===== config.mk =====
export PLATFORM = sky130hd
export DESIGN_NAME = mips_mem_arbiter
export DESIGN_NICKNAME = d
export VERILOG_FILES = /design/src/rtl/mips_mem_pkg.sv /design/src/rtl/mem_wait_watchdog.sv /design/src/rtl/mips_mem_arbiter.sv
export SDC_FILE = /design/constraint.sdc
export NUM_CORES = 1
export LEC_CHECK = 0
export CELL_PAD_IN_SITES_DETAIL_PLACEMENT = 1
export CELL_PAD_IN_SITES_GLOBAL_PLACEMENT = 1
export CORE_MARGIN = 4
export CORE_UTILIZATION = 36
export CTS_BUF_LIST = sky130_fd_sc_hd__clkbuf_8
export DETAILED_ROUTE_END_ITERATION = 6
export GPL_ROUTABILITY_DRIVEN = 0
export PLACE_DENSITY = 0.95
export SYNTH_ARGS = -nofsm -noshare
export SYNTH_HDL_FRONTEND = slang
export SYNTH_SLANG_ARGS = --single-unit

===== constraint.sdc =====
create_clock -name clk -period 3.3 [get_ports clk]
set_input_delay 0.66 -clock clk [delete_from_list [all_inputs] [get_ports clk]]
set_output_delay 0.66 -clock clk [all_outputs]
set_load 0.02 [all_outputs]

===== src/rtl/mips_mem_pkg.sv =====
// Shared types for the unified-memory arbiter: FSM states, grant owner and
// the all-ones byte-lane constant used for instruction fetches.
package mips_mem_pkg;
  typedef enum logic [1:0] {IDLE, GRANT, RESP} state_t;
  typedef enum logic {GNT_INSTR, GNT_DATA} grant_t;
  // Wide enough for any DATA_W up to 1024; callers slice to DATA_W/8.
  localparam logic [127:0] BE_ALL = '1;
endpackage


===== src/rtl/mem_wait_watchdog.sv =====
// Saturating stall counter; flags expiry on the stall cycle that brings the
// count to MAX_WAIT so the arbiter can abort on that same clock edge.
module mem_wait_watchdog #(
  parameter int MAX_WAIT = 64
) (
  input  logic clk,
  input  logic reset,
  input  logic clear,
  input  logic count_en,
  output logic expired
);
  localparam int CW = (MAX_WAIT > 0) ? $clog2(MAX_WAIT + 1) : 1;
  localparam logic [CW-1:0] LIMIT = CW'(MAX_WAIT);

  logic [CW-1:0] cnt;

  always_ff @(posedge clk or negedge reset) begin
    if (!reset)                        cnt <= '0;
    else if (clear)                    cnt <= '0;
    else if (count_en && cnt != LIMIT) cnt <= cnt + CW'(1);
  end

  generate
    if (MAX_WAIT == 0) begin : g_off
      assign expired = 1'b0;
    end else begin : g_on
      assign expired = count_en && (cnt >= LIMIT - CW'(1));
    end
  endgenerate
endmodule


===== src/rtl/mips_mem_arbiter.sv =====
// Shares one Avalon-style memory port between the instruction and data ports
// of a Harvard core; all mem_* outputs are registered and held across stalls.
module mips_mem_arbiter
  import mips_mem_pkg::*;
#(
  parameter int ADDR_W    = 32,
  parameter int DATA_W    = 32,
  parameter int DATA_PRIO = 0,
  parameter int MAX_WAIT  = 64
) (
  input  logic                clk,
  input  logic                reset,
  input  logic [ADDR_W-1:0]   i_addr,
  input  logic                i_read,
  output logic [DATA_W-1:0]   i_readdata,
  output logic                i_ack,
  input  logic [ADDR_W-1:0]   d_addr,
  input  logic                d_read,
  input  logic                d_write,
  input  logic [DATA_W/8-1:0] d_byteenable,
  input  logic [DATA_W-1:0]   d_writedata,
  output logic [DATA_W-1:0]   d_readdata,
  output logic                d_ack,
  output logic [ADDR_W-1:0]   mem_address,
  output logic                mem_read,
  output logic                mem_write,
  output logic [DATA_W/8-1:0] mem_byteenable,
  output logic [DATA_W-1:0]   mem_writedata,
  input  logic [DATA_W-1:0]   mem_readdata,
  input  logic                mem_waitrequest,
  output logic                timeout_err
);
  localparam int BE_W = DATA_W / 8;

  state_t state, state_nx;
  grant_t last_grant, cur, pick;
  logic   ireq, dreq, do_grant, finish, expired;

  always_comb begin
    ireq     = i_read;
    dreq     = d_read | d_write;
    pick     = GNT_INSTR;
    // Data wins when alone, under fixed priority, or when instr went last.
    if (dreq && (!ireq || DATA_PRIO != 0 || last_grant == GNT_INSTR))
      pick = GNT_DATA;
    state_nx = state;
    do_grant = 1'b0;
    finish   = 1'b0;
    case (state)
      IDLE:  if (ireq || dreq) begin do_grant = 1'b1; state_nx = GRANT; end
      GRANT: if (!mem_waitrequest || expired) begin finish = 1'b1; state_nx = RESP; end
      RESP:  state_nx = IDLE;
      default: state_nx = IDLE;
    endcase
  end

  mem_wait_watchdog #(.MAX_WAIT(MAX_WAIT)) u_wdog (
    .clk      (clk),
    .reset    (reset),
    .clear    (do_grant),
    .count_en (state == GRANT && mem_waitrequest),
    .expired  (expired)
  );

  always_ff @(posedge clk or negedge reset) begin
    if (!reset) begin
      state          <= IDLE;
      last_grant     <= GNT_DATA;
      cur            <= GNT_INSTR;
      mem_address    <= '0;
      mem_read       <= 1'b0;
      mem_write      <= 1'b0;
      mem_byteenable <= '0;
      mem_writedata  <= '0;
      i_readdata     <= '0;
      d_readdata     <= '0;
      i_ack          <= 1'b0;
      d_ack          <= 1'b0;
      timeout_err    <= 1'b0;
    end else begin
      state       <= state_nx;
      i_ack       <= 1'b0;
      d_ack       <= 1'b0;
      timeout_err <= 1'b0;
      if (do_grant) begin
        cur        <= pick;
        last_grant <= pick;
        if (pick == GNT_DATA) begin
          mem_address    <= d_addr;
          mem_write      <= d_write;
          mem_read       <= !d_write;
          mem_byteenable <= d_byteenable;
          mem_writedata  <= d_writedata;
        end else begin
          mem_address    <= i_addr;
          mem_write      <= 1'b0;
          mem_read       <= 1'b1;
          mem_byteenable <= BE_ALL[BE_W-1:0];
          mem_writedata  <= '0;
        end
      end
      if (finish) begin
        mem_read    <= 1'b0;
        mem_write   <= 1'b0;
        // Still stalled here means the watchdog fired.
        timeout_err <= mem_waitrequest;
        if (cur == GNT_INSTR) i_ack <= 1'b1;
        else                  d_ack <= 1'b1;
        if (mem_read) begin
          if (cur == GNT_INSTR) i_readdata <= mem_waitrequest ? '0 : mem_readdata;
          else                  d_readdata <= mem_waitrequest ? '0 : mem_readdata;
        end
      end
    end
  end
endmodule


* Yosys cells after proc, flatten, opt, wreduce, memory -nomap -nowiden
Index checks and enable logic that the tools add are counted.
Word-level totals: bits of input ports 138, bits in writable memories 0, output and inout bits 137, latch bits 0, memories 0, logic and storage cells 64, memory bits (read-only) 0, register bits after elaboration 148
Cells by class: reduce and logical (&&, ||, !) cells 16, $mul 0, multiplexer cells 25, equality and inequality tests 4, shifts and indexed selects 0, bitwise gates (word level) 3, add/sub/neg operators 1, order comparisons 1, div/mod/pow operators 0
Operators by type and width (count):
- $mux W32 | 3
- $mux W1 | 16
- $mux W7 | 2
- $add A7 B1 Y7 const B | 1
- $ge A7 B6 Y1 const B | 1
- $ne A7 B7 Y1 const B | 1
- $reduce_and A3 Y1 | 2
- $logic_and A1 B1 Y1 | 4
- $mux W2 | 2
- $mux W4 | 1
- $ne A2 B2 Y1 const B | 2
- $pmux W2 S2 | 1
- $reduce_bool A2 Y1 | 2
- $logic_not A1 Y1 | 3
- $logic_or A1 B1 Y1 | 3
- $eq A2 B1 Y1 const B | 1
- $logic_not A2 Y1 | 1
- $not A1 Y1 | 2
- $reduce_and A2 Y1 | 1
- $or A1 B1 Y1 | 1

* Longest topological paths before layout
Gate-level depths: netlist of the first run.
depth in word-level cells 7, depth in mapped cells 6

* Hierarchy
Synthesis of the first run repeated with hierarchy kept, for this count alone.
Unflattened totals: cell total of the unflattened synthesis 500, area total of the unflattened synthesis 6647.6 um^2
By module, submodules not included:
- mips_mem_arbiter | cells each 453, area an instance 6202.2 um^2, times used 1
- mem_wait_watchdog | cells each 47, area an instance 445.4 um^2, times used 1

* Worst setup path before layout of the first run
No wires, ideal clock.
kind input to register, start input port i_read, end register mem_address[2], arrival 1.406 ns, path slack 1.765 ns, library setup time 0.129 ns, stages 5, cells stage by stage nor3_2 nand2b_1 buf_2 clkbuf_2 o21ai_0
On the way: longest elaborated chain between the ends 5, elaborated cells between the ends (all ways) 8, classes of those cells mux: 4; reduce/logical: 4
Ends and longest elaborated chain:
- from (decl) | line mips_mem_arbiter.sv:14 | input logic i_read,
- $logic_not A1 Y1 | line mips_mem_arbiter.sv:44 | if (dreq && (!ireq || DATA_PRIO != 0 || last_grant == GNT_INSTR))
- $logic_or A1 B1 Y1 | line mips_mem_arbiter.sv:44
- $logic_and A1 B1 Y1 | line mips_mem_arbiter.sv:44
- $mux W1 | line mips_mem_arbiter.sv:44
- $mux W32 | line mips_mem_arbiter.sv:88 | if (pick == GNT_DATA) begin
- to (signal assigned) | line mips_mem_arbiter.sv:89 | mem_address <= d_addr;
- to (signal assigned) | line mips_mem_arbiter.sv:95 | mem_address <= i_addr;
- to (decl) | line mips_mem_arbiter.sv:24 | output logic [ADDR_W-1:0] mem_address,
Several ways; a longest one is shown, not always the timed one. A chain may end at the register's enable or synchronous reset.

* Worst setup path after layout of the first run
start register u_wdog.cnt[0], end register i_readdata[31]
On the way: longest elaborated chain between the ends 6
Ends and longest elaborated chain:
- from (decl) | line mem_wait_watchdog.sv:15 | logic [CW-1:0] cnt;
- from (signal assigned) | line mem_wait_watchdog.sv:20 | else if (count_en && cnt != LIMIT) cnt <= cnt + CW'(1);
- $ge A7 B6 Y1 | line mem_wait_watchdog.sv:27 | assign expired = count_en && (cnt >= LIMIT - CW'(1));
- $logic_and A1 B1 Y1 | line mem_wait_watchdog.sv:27
- $logic_or A1 B1 Y1 | line mips_mem_arbiter.sv:51 | GRANT: if (!mem_waitrequest || expired) begin finish = 1'b1; state_nx = RESP; end
- $mux W1 | line mips_mem_arbiter.sv:51
- $mux W1 | line mips_mem_arbiter.sv:49 | case (state)
- $reduce_and A3 Y1 (no line)
- to (signal assigned) | line mips_mem_arbiter.sv:110 | if (cur == GNT_INSTR) i_readdata <= mem_waitrequest ? '0 : mem_readdata;
- to (decl) | line mips_mem_arbiter.sv:15 | output logic [DATA_W-1:0] i_readdata,
Every way passes these cells.

==> impl_metrics.json, run 1 <==
{
  "ioPinCount": 275,
  "leakagePower_nw": 4.556,
  "path_cells": "ha_1 > a21oi_1 > o21ai_4 > buf_4 > o21ai_0",
  "synthCells": 687,
  "status": "finished clean",
  "ir_drop_v": 0.0003545,
  "track_usage_pct": 21.97,
  "synthMostInstantiatedCell": "o21ai_0",
  "firstDrtPassIters": 4,
  "p_int_w": 0.004981,
  "hold_class": "primary input to async pin",
  "synth_top_family_by_area": "compound AO/OA/AOI/OAI gates",
  "fin_tns_setup_ns": 0,
  "max_slew_margin_pct": 24.23,
  "drcViolationCount": 0,
  "nFillCells": 2081,
  "worstMarginPinSlew_ns": 1.132,
  "postCtsHoldBufs": 0,
  "fin_nets": 1086,
  "grt_max_degree": 75,
  "critPathMaxFanout": 49,
  "grt_pass1_wl_mm": 38.06,
  "cap_violations": 0,
  "grt_pass1_vias": 6869,
  "start_util_pct": 36.97,
  "cp_slowest_cell": "o21ai_4",
  "hold_viol": 0,
  "num_rows": 50,
  "synthFlopType": "dfrtp_1",
  "post-place-ws_ns": 0.7490,
  "num_antenna_cells": 0,
  "synth_top_area_cell": "dfrtp_1",
  "regArea_um2": 3705,
  "setup_viol": 0,
  "rsz0062_at_grt": "false",
  "synth_fa_ha_area_share_pct": 0.3571,
  "clkPwrFrac_pct": 16.9,
  "ys.warnings.count": 0,
  "die_y_um": 147.5,
  "port_buffers": 274,
  "ys_ff_latch": 148,
  "synth_edf_count": 0,
  "drive_above_1_share_pct": 6.159,
  "synthTopCellsByCount": "o21ai_0, dfrtp_1, mux2i_1",
  "whs_ns": 0.2089,
  "power_switching_w": 0.003430,
  "syn_nets": 827,
  "wl_per_cell_um": 19.59,
  "htree_levels": 4,
  "worstPathRequired_ns": 3.63,
  "via_count": 6122,
  "cpPeakStageDelay_ns": 0.89,
  "synth_compound_area_share_pct": 16.85,
  "yosysSeqAreaShare_pct": 52.87,
  "antenna_found_initial": 0,
  "syn_area_um2": 7008,
  "avgViaCountPerCell": 5.026,
  "routed_wl_mm": 23.86,
  "setup_slack_ns": 1.006,
  "fin_util_pct": 54.30,
  "clock-sinks": 148,
  "end_kind": "flip-flop",
  "power.density_nw_per_um2": 817.1,
  "ctsResizeCount": 0,
  "cts.clk_slew.worst_paths_ns": 0.09,
  "synth_simple_gate_area_share_pct": 7.570,
  "die_w_um": 147.5,
  "synthXorXnorAreaFrac_pct": 0,
  "slew_viol_final": 0,
  "syn_to_final_growth_pct": 46.88,
  "synth.distinct_cells": 44,
  "worstSkewPairLatency_ns": 0.46,
  "period_minus_slack_ns": 2.294,
  "comb_power_share_pct": 48.5,
  "drt_first_iter_violations": 177,
  "finClkSkew_ns": 0.01644,
  "ff2ff_path_depth": 5,
  "period_share_pct": 69.51,
  "synth_top_area_share_pct": 52.49,
  "hpwl_mm": 17.75,
  "crit_type": "flip-flop to flip-flop",
  "cp.arrival_ns": 2.62,
  "p_seq_share_pct": 34.6,
  "multi_input_area_um2": 2746,
  "die_area_um2": 21760,
  "drtAntennaViolNets": 0,
  "synthArstFlopShare_pct": 100.0,
  "syn_area_per_cell_um2": 10.20,
  "cts_buffers": 17,
  "crit_path_start_kind": "flip-flop",
  "cts_setup_buffers": 0,
  "grt.overflow.total": 0,
  "max_freq_mhz": 436.0,
  "synthMuxAreaShare_pct": 14.00,
  "cts_root_buf": "clkbuf_8",
  "cts_buffer_depth": 2,
  "ys_top_cells_by_area": "dfrtp_1, mux2i_1, o21ai_0, inv_1, nor2b_1",
  "switching_share_pct": 40.78,
  "coreArea_um2": 18960,
  "cts_tree": "built"
}
through the flow:
| step | power, W | instance area, um2 | cells |
|---|---|---|---|
| floorplan | 0.005048 | 7008 | 687 |
| global placement | 0.006836 | 9910 | 1187 |
| detailed placement | 0.007066 | 9910 | 1187 |
| CTS | 0.008518 | 10290 | 1218 |
| global route | 0.008962 | 10290 | 1218 |
| finish | 0.008411 | 10290 | 1218 |
worst max-delay path, delay by kind of cell, from the launching register on:
family,cells,cell delay (ns)
AO/OA/AOI/OAI,3,1.11
adder cells (fa/ha/maj),1,0.22
buffers and inverters,1,0.36
flip-flops,1,0.46
path summary, 6_finish.rpt:
check                          startpoint               to  slack, ns
hold / removal                      reset   i_readdata[26]       0.21
setup reg to reg            u_wdog.cnt[0]   i_readdata[31]       1.01
setup / recovery            u_wdog.cnt[0]   i_readdata[31]       1.01
hold reg to reg            mem_address[0]   mem_address[0]       0.52
max in group asynchronous           reset  mem_address[12]       2.29
min in group clk           mem_address[0]   mem_address[0]       0.52
placed cells by master (no fill, tap or decap), drive strengths merged, types with 3 or more instances in the layout:
cell and instances:
nor2b 33, dfrtp 147, buf 16, a21oi 5, clkbuf 18, or3 3
clkdlybuf4s50 273, mux2i 98, nand2 35, nor2 7, clkinv 5, inv 71
nand3 3, o21ai 212
registers in the layout, summed over array words and instances, names as in the netlist, 2 cells and up:
signal / cells
d_readdata: 32
mem_address: 32
mem_writedata: 32
i_readdata: 32
state: 2
u_wdog.cnt: 7
mem_byteenable: 4
layout make-up:
cell class | instances | share of cell area [%]
Clock buffer | 18 | 2.407
Tap cell | 260 | 3.160
Clock inverter | 13 | 1.325
Inverter | 67 | 2.443
Sequential cell | 148 | 35.99
Timing Repair Buffer | 289 | 27.99
Multi-Input combinational cell | 423 | 26.68
metal layers:
metal  up-vias  GRT usage [%]  wire length (um)
li1       2853              -                 -
met1      3031          26.14              9796
met2       219          38.91             12090
met3        19          7.357              1732
met4         0          4.380               233
met5         -              0                 0
power by group through the flow:
stage          registers (W)  clock network [W]  logic, W
5_1_grt              0.00300            0.00155   0.00441
3_5_place_dp         0.00295                  0   0.00412
2_1_floorplan        0.00360                  0   0.00145
6_report             0.00291            0.00142   0.00408
4_1_cts              0.00292            0.00146   0.00414
3_3_place_gp         0.00288                  0   0.00396
cells by family (layout without fill, tap and decap cells):
family / Yosys count / after routing
buffers and inverters: 116 / 387
adder cells (fa/ha/maj): 2 / 2
multiplexers: 98 / 98
AND/OR/NAND/NOR: 96 / 96
AO/OA/AOI/OAI: 227 / 227
flip-flops: 148 / 148
Note: power is estimated with default switching activity, not from simulation.
==> run 2, diff against run 1 <==
--- a/config.mk
+++ b/config.mk
@@ -8,11 +8,11 @@
 export CELL_PAD_IN_SITES_DETAIL_PLACEMENT = 1
 export CELL_PAD_IN_SITES_GLOBAL_PLACEMENT = 1
 export CORE_MARGIN = 4
-export CORE_UTILIZATION = 36
+export CORE_UTILIZATION = 30
 export CTS_BUF_LIST = sky130_fd_sc_hd__clkbuf_8
 export DETAILED_ROUTE_END_ITERATION = 6
 export GPL_ROUTABILITY_DRIVEN = 0
-export PLACE_DENSITY = 0.95
+export PLACE_DENSITY = 0.88
 export SYNTH_ARGS = -nofsm -noshare
 export SYNTH_HDL_FRONTEND = slang
 export SYNTH_SLANG_ARGS = --single-unit
==> constraint.sdc (replaced) <==
create_clock -name clk -period 2.08 [get_ports clk]
set_input_delay 0.416 -clock clk [delete_from_list [all_inputs] [get_ports clk]]
set_output_delay 0.416 -clock clk [all_outputs]
set_load 0.02 [all_outputs]
==> impl_metrics.json, run 2 (synthesis results as in run 1) <==
{
  "period_minus_slack_ns": 1.953,
  "period_share_pct": 93.88,
  "track_usage_pct": 18.15,
  "drtAntennaViolNets": 0,
  "p_seq_share_pct": 33.6,
  "drt_first_iter_violations": 213,
  "layout_commonest_cell": "clkdlybuf4s50_1",
  "fin_tns_setup_ns": 0,
  "coreArea_um2": 22780,
  "ctsResizeCount": 0,
  "slew_viol_final": 0,
  "cts.clk_slew.worst_paths_ns": 0.09,
  "hold_viol": 0,
  "crit_type": "flip-flop to primary output",
  "port_buffers": 274,
  "status": "finished clean",
  "hpwl_mm": 17.37,
  "power.density_nw_per_um2": 1298,
  "drive_above_1_share_pct": 6.943,
  "crit_buf_inv": 1,
  "num_rows": 55,
  "num_antenna_cells": 0,
  "path_delay_family": "buffers and inverters",
  "p_int_w": 0.008207,
  "die_y_um": 160.8,
  "setup_viol": 0,
  "syn_to_final_growth_pct": 51.26,
  "cts_buffers": 17,
  "firstDrtPassIters": 4,
  "max_slew_margin_pct": 59.79,
  "fin_nets": 1092,
  "fin_area_um2": 10600,
  "mostFrequentLayoutCells": "clkdlybuf4s50_1, o21ai_0, dfrtp_1",
  "max_freq_mhz": 512.1,
  "finClkSkew_ns": 0.02340,
  "htree_levels": 4,
  "leakagePower_nw": 4.659,
  "via_count": 6110,
  "nFillCells": 2504,
  "cts_root_buf": "clkbuf_8",
  "critPathMaxFanout": 3,
  "crit_path_start_kind": "flip-flop",
  "cap_violations": 0,
  "drcViolationCount": 0,
  "worstPathRequired_ns": 1.66,
  "grt_pass1_vias": 6764,
  "comb_power_share_pct": 47.9,
  "rsz0062_at_grt": "false",
  "regArea_um2": 3705,
  "avgViaCountPerCell": 4.781,
  "cpPeakStageDelay_ns": 0.66,
  "wl_per_cell_um": 18.41,
  "postCtsHoldBufs": 1,
  "antenna_found_initial": 0,
  "cp_slowest_cell": "clkdlybuf4s50_1",
  "fin_cells": 1278,
  "clkPwrFrac_pct": 18.6,
  "worstMarginPinSlew_ns": 0.6009,
  "grt.overflow.total": 0,
  "clock-sinks": 148,
  "switching_share_pct": 40.37,
  "placed_area_um2": 10150,
  "start_util_pct": 30.77,
  "cts_setup_buffers": 0,
  "hold_class": "primary input to async pin",
  "multi_input_area_um2": 2746,
  "cp.arrival_ns": 1.54,
  "die_area_um2": 25870,
  "routed_wl_mm": 23.53,
  "grt_max_degree": 65,
  "ioPinCount": 275,
  "cts_buffer_depth": 2,
  "cts_tree": "built",
  "ir_drop_v": 0.0006100,
  "dpl.cell_count": 1245,
  "power_switching_w": 0.005556,
  "end_kind": "primary output",
  "path_cells": "clkdlybuf4s50_1",
  "grt_pass1_wl_mm": 37.80,
  "die_w_um": 160.8,
  "worstSkewPairLatency_ns": 0.46
}
-- run 2: cell type report --
| class | instances | share of cell area, % |
|---|---|---|
| Multi-Input combinational cell | 423 | 25.91 |
| Inverter | 67 | 2.373 |
| Clock buffer | 17 | 2.207 |
| Clock inverter | 15 | 1.936 |
| Tap cell | 313 | 3.695 |
| Sequential cell | 148 | 34.95 |
| Timing Repair Buffer | 295 | 28.93 |
-- run 2: stage by stage --
step / power [W] / hold WS, ns / utilization (%) / setup slack [ns]
after floorplan: 0.008009 / 0.1204 / - / 0.6681
after global placement: 0.01107 / 0.3605 / 44.56 / 0.1207
after detailed placement: 0.01135 / 0.3602 / 44.56 / 0.03735
after CTS: 0.01397 / 0.4231 / 46.54 / 0.08109
after global routing: 0.01470 / 0.4361 / 46.54 / 0.07389
final: 0.01376 / 0.4369 / 46.54 / 0.1273
-- run 2: power by group through the flow --
stage	Combinational [W]	Sequential, W	Clock (W)
floorplan	0.00230	0.00571	0
global placement	0.00647	0.00460	0
detailed placement	0.00667	0.00468	0
CTS	0.00669	0.00464	0.00264
global route	0.00715	0.00478	0.00277
finish	0.00659	0.00462	0.00256
-- run 2: path summary, 6_finish.rpt --
check	from	to	slack [ns]	cells past startpoint
worst min register to register	mem_writedata[26]	mem_writedata[26]	0.51	2
min in group clk	d_writedata[4]	mem_writedata[4]	0.49	3
max in group asynchronous	reset	last_grant	0.98	3
worst max-delay path	d_readdata[3]	d_readdata[3]	0.13	1
worst max register to register	u_wdog.cnt[0]	i_readdata[15]	0.29	5
worst min-delay path	reset	d_readdata[0]	0.44	2
-- run 2: routing by layer --
metal	global-route usage (%)	vias to the layer above	wire, um
met1	21.51	2984	9688
met4	3.800	0	249
met5	0	-	0
li1	-	2873	-
met2	31.35	235	11410
met3	7.108	18	2181
